<file path="config.mk">
export PLATFORM = sky130hd
export DESIGN_NAME = button_debouncer
export DESIGN_NICKNAME = d
export VERILOG_FILES = /design/src/rtl/ddr_pkg.sv /design/src/rtl/debounce_channel.sv /design/src/rtl/button_debouncer.sv
export SDC_FILE = /design/constraint.sdc
export NUM_CORES = 1
export LEC_CHECK = 0
export ABC_CLOCK_PERIOD_IN_PS = 1700
export CAP_MARGIN = 30
export CORE_MARGIN = 4
export CORE_UTILIZATION = 38
export DETAILED_ROUTE_END_ITERATION = 6
export GPL_TIMING_DRIVEN = 0
export PLACE_DENSITY = 0.55
export REMOVE_ABC_BUFFERS = 1
export SLEW_MARGIN = 25
export SYNTH_ARGS = -nofsm -noshare
export SYNTH_HDL_FRONTEND = slang
export SYNTH_HIERARCHICAL = 1
export SYNTH_SLANG_ARGS = --single-unit
</file>
<file path="constraint.sdc">
create_clock -name clk -period 1.7 [get_ports clk]
set_clock_uncertainty 0.05 [all_clocks]
set_input_delay 0.34 -clock clk [delete_from_list [all_inputs] [get_ports clk]]
set_output_delay 0.34 -clock clk [all_outputs]
set_load 0.02 [all_outputs]
</file>
<file path="src/rtl/ddr_pkg.sv">
// Shared types and constants for the dance-pad input front end.
package ddr_pkg;

  localparam int N_BTN_DEFAULT = 4;

  typedef enum logic [1:0] {
    LOW       = 2'd0,
    PEND_HIGH = 2'd1,
    HIGH      = 2'd2,
    PEND_LOW  = 2'd3
  } debounce_state_t;

  // A channel reads as pressed once it has committed high, including while a release is pending.
  function automatic logic is_pressed(input logic [1:0] st);
    return (st == HIGH) || (st == PEND_LOW);
  endfunction

endpackage

</file>
<file path="src/rtl/debounce_channel.sv">
// One button channel: 2-flop synchronizer, debounce FSM and hold counter.
// The FSM state is the only output; the level is decoded by the caller.
module debounce_channel
  import ddr_pkg::*;
#(
  parameter int DEBOUNCE_CYCLES = 50000,
  parameter int CNT_W           = $clog2(DEBOUNCE_CYCLES)
) (
  input  logic       clk,
  input  logic       reset,
  input  logic       btn_raw_i,
  output logic [1:0] state_o
);

  localparam logic [CNT_W-1:0] CNT_MAX = CNT_W'(DEBOUNCE_CYCLES - 1);
  localparam logic [CNT_W-1:0] CNT_ONE = CNT_W'(1);

  logic            sync1_q, sync2_q;
  logic            s;
  debounce_state_t state_q, state_d;
  logic [CNT_W-1:0] cnt_q, cnt_d;

  assign s       = sync2_q;
  assign state_o = state_q;

  always_ff @(posedge clk) begin
    if (!reset) begin
      sync1_q <= 1'b0;
      sync2_q <= 1'b0;
      state_q <= LOW;
      cnt_q   <= '0;
    end else begin
      sync1_q <= btn_raw_i;
      sync2_q <= sync1_q;
      state_q <= state_d;
      cnt_q   <= cnt_d;
    end
  end

  // An input returning to its old value aborts the pending interval with the count cleared.
  always_comb begin
    state_d = state_q;
    cnt_d   = cnt_q;
    unique case (state_q)
      LOW: begin
        if (s) begin
          state_d = PEND_HIGH;
          cnt_d   = CNT_ONE;
        end else begin
          cnt_d = '0;
        end
      end
      PEND_HIGH: begin
        if (!s) begin
          state_d = LOW;
          cnt_d   = '0;
        end else if (cnt_q == CNT_MAX) begin
          state_d = HIGH;
          cnt_d   = '0;
        end else begin
          cnt_d = cnt_q + CNT_ONE;
        end
      end
      HIGH: begin
        if (!s) begin
          state_d = PEND_LOW;
          cnt_d   = CNT_ONE;
        end
      end
      PEND_LOW: begin
        if (s) begin
          state_d = HIGH;
          cnt_d   = '0;
        end else if (cnt_q == CNT_MAX) begin
          state_d = LOW;
          cnt_d   = '0;
        end else begin
          cnt_d = cnt_q + CNT_ONE;
        end
      end
      default: begin
        state_d = LOW;
        cnt_d   = '0;
      end
    endcase
  end

endmodule

</file>
<file path="src/rtl/button_debouncer.sv">
// Debounces N_BTN independent pad inputs into clean levels plus an any-pressed flag.
module button_debouncer
  import ddr_pkg::*;
#(
  parameter int N_BTN           = N_BTN_DEFAULT,
  parameter int DEBOUNCE_CYCLES = 50000,
  parameter int CNT_W           = $clog2(DEBOUNCE_CYCLES)
) (
  input  logic             clk,
  input  logic             reset,
  input  logic [N_BTN-1:0] btn_raw,
  output logic [N_BTN-1:0] btn_level,
  output logic             any_pressed
);

  logic [1:0] ch_state [N_BTN];

  for (genvar i = 0; i < N_BTN; i++) begin : g_ch
    debounce_channel #(
      .DEBOUNCE_CYCLES(DEBOUNCE_CYCLES),
      .CNT_W          (CNT_W)
    ) u_ch (
      .clk      (clk),
      .reset    (reset),
      .btn_raw_i(btn_raw[i]),
      .state_o  (ch_state[i])
    );
    assign btn_level[i] = is_pressed(ch_state[i]);
  end

  // Pure OR of state-decoded bits, so no raw input can reach this flag.
  assign any_pressed = |btn_level;

endmodule

</file>
==> impl_metrics.toml <==
[timing]
setup_viol = 5
worst_pin_slew_ns = 0.511
relSlewSlack_pct = 65.9
setup_ws_ns = -0.105
max_freq_mhz = 554
fin_crit_ns = 1.80
slew_violations = 0
rsz0062_at_grt = "yes"
finalCritPeriodShare_pct = 106
finalHoldViolations = 0

[cts]
cts_buffers = 9
cts_max_level = 3
postCtsHoldBufs = 0
clk_latency_ns = 0.35
cts_tree = "done"
cts-root-buf = "clkbuf_8"
numClockSinks = 80
cts_buffer_depth = 2
cts.clk_slew.worst_paths_ns = 0.08

[final_layout]
drive_above_1_share_pct = 24.0
nets = 526
area_growth_pct = 21.3
layout.cells.most_common = "dfxtp_1"
layout_common_cells = "dfxtp_1, nand3_1, nand2_1"
insertedDiodeCount = 0
final_util_pct = 48.0
final_area_mm2 = 0.00502

[power_and_ir_drop]
power_density_mw_per_mm2 = 759
swShare_pct = 20.1
irDropWorstVdd_mv = 0.370
combPwrFrac_pct = 2.5
pwr-share-clk_pct = 47.7
p_leak_nw = 1.67
p_seq_share_pct = 49.9
p_int_mw = 3.04
p_sw_uw = 765

[place]
io_buffers = 10
finalWeightedCongestion = 0.763
place_hpwl_mm = 6.00
post_dp_cell_area_mm2 = 0.00429

[critical_path]
startpoint_type = "register"
crit_path_max_incr_delay_ns = 0.55
cp_slowest_cell = "or4_4"
arrival_ns = 1.41
cp_data_required_time_ns = 1.31
cp_cell_sequence = "or4_4 > buf_6"
critPathTopFamily = "simple AND/OR/NAND/NOR gates"
cp_num_buf_inv = 1
crit_type = "register to output pin"
path_max_fanout = 6
critPathCaptureType = "output pin"

[synth]
ys_types = 53
ys_seq_area_share_pct = 38.7
syn_area_per_cell_um2 = 8.46
yosys_warnings = 6
synth_edf_count = 0
async_flop_share_pct = 0
synth_seq_cells = 80
syn_area_mm2 = 0.00414
synth_flop_cell = "dfxtp_1"
synthCells = 489

[floorplanning]
die_h_um = 112
ioPinCount = 11
die-area_mm2 = 0.0126
die_w_um = 112
start_util_pct = 39.6
row_count = 37
core_mm2 = 0.0105

[flow_run]
drv_cap = 0

[routing]
vias = 3724
ant_nets = 0
dr.pass1.iters = 5
route.detailed.drc = 0
drt_iter0_drc = 140
drt_wl_total_mm = 9.53
wl_per_cell_um = 14.5
via_per_inst = 5.68

[global_routing]
grt_max_degree = 39
grt_antenna_before_repair = 0
grt_use_total_pct = 15.4
grt_pass1_vias = 3541
grt_overflow_total = 0
grt_pass1_wl_mm = 16.4

[run_status]
status = "finished with violations"
violations = "setup timing"

[min_path]
hp-class = "register to register"
## synth_stat cells, types with 3 or more instances
master | instances | area (µm²)
a32o_1 | 3 | 30.0
nor3b_4 | 3 | 56.3
and2_1 | 9 | 56.3
or3b_1 | 3 | 26.3
nand3_1 | 46 | 230
o2111a_1 | 3 | 33.8
xor2_1 | 9 | 78.8
xnor2_1 | 4 | 35.0
inv_1 | 9 | 33.8
buf_4 | 3 | 22.5
nor4bb_1 | 6 | 60.1
and4_1 | 6 | 52.6
buf_6 | 4 | 45.0
nor2_1 | 29 | 109
a21oi_1 | 28 | 140
nor4b_1 | 8 | 70.1
nor3_1 | 13 | 65.1
o21ai_0 | 16 | 80.1
dfxtp_1 | 80 | 1600
and3_1 | 19 | 119
o211ai_1 | 6 | 45.0
a21boi_0 | 9 | 67.6
and3b_1 | 4 | 35.0
ha_1 | 4 | 50.1
clkbuf_1 | 13 | 48.8
a22oi_1 | 7 | 52.6
nand3b_1 | 5 | 37.5
a41oi_1 | 7 | 61.3
nor3b_1 | 6 | 45.0
or2b_1 | 3 | 22.5
nand2_1 | 46 | 173
or2_2 | 6 | 37.5
a31oi_1 | 25 | 156
nor2b_1 | 5 | 31.3
nand4_1 | 20 | 125
## metal layers
metal | vias up | wire length (µm) | GRT usage [%]
li1 | 1900 | - | -
met1 | 1772 | 4800 | 21.1
met2 | 42 | 4380 | 23.8
met3 | 10 | 241 | 3.29
met4 | 0 | 109 | 5.53
met5 | - | 0 | 0
## cells by family after synthesis
logic type | synth area share [%]
simple gates | 34.9
fa+ha+maj | 1.21
compound gates | 18.0
buf+inv | 3.99
mux | 0.514
flops | 38.7
xor+xnor | 2.75
## registers in the layout, summed over array words and instances (netlist names), named ones only
register / flops
g_ch.u_ch/cnt_q: 64
g_ch.u_ch/s: 4
g_ch.u_ch/state_o: 4
g_ch.u_ch/sync1_q: 4
## metrics by stage
step | total power, mW | worst slack, ns | std cells | hold WS [ns] | setup TNS, ns
final | 3.81 | -0.105 | 656 | 0.385 | -0.289
after detailed placement | 2.03 | -0.518 | 613 | 0.372 | -16.76
after floorplan | 1.98 | -0.235 | 466 | 0.362 | -2.47
after global routing | 3.97 | -0.156 | 656 | 0.406 | -1.56
after CTS | 3.86 | -0.181 | 650 | 0.390 | -0.343
after global placement | 2.03 | -1.93 | 612 | 0.365 | -108.61
## power groups by stage
stage / Sequential [mW] / Clock [mW] / Combinational, mW
after detailed placement: 1.95 / 0 / 0.0850
after CTS: 1.90 / 1.86 / 0.0908
after global placement: 1.94 / 0 / 0.0819
after floorplan: 1.94 / 0 / 0.0413
after global routing: 1.90 / 1.96 / 0.104
final: 1.90 / 1.82 / 0.0934
## layout make-up
| type | instances | area [µm²] |
|---|---|---|
| clock buffers | 9 | 124 |
| repair buffers | 39 | 352 |
| flip-flops and latches | 80 | 1640 |
| well taps | 136 | 170 |
| inverters | 9 | 33.8 |
| multi-input cells | 377 | 2570 |
| fillers | 1048 | 5440 |
| clock inverters | 6 | 133 |
## path summary, 6_finish.rpt
| path | from | endpoint | slack (ns) | cells past startpoint |
|---|---|---|---|---|
| max | register | any_pressed | -0.10 | 2 |
| min | g_ch[3].u_ch/sync1_q | g_ch[3].u_ch/s | 0.38 | 1 |
| max reg2reg | g_ch[1].u_ch/cnt_q[1] | g_ch[1].u_ch/cnt_q[14] | -0.09 | 7 |
| min reg2reg | g_ch[3].u_ch/sync1_q | g_ch[3].u_ch/s | 0.38 | 1 |
## repair_timing
item                       in CTS  in global routing
pin swaps                       9                 12
gates resized for setup        57                 39
setup endpoints to repair      64                 50
buffers inserted               22                  6
Note: power is estimated with default switching activity, not from simulation.
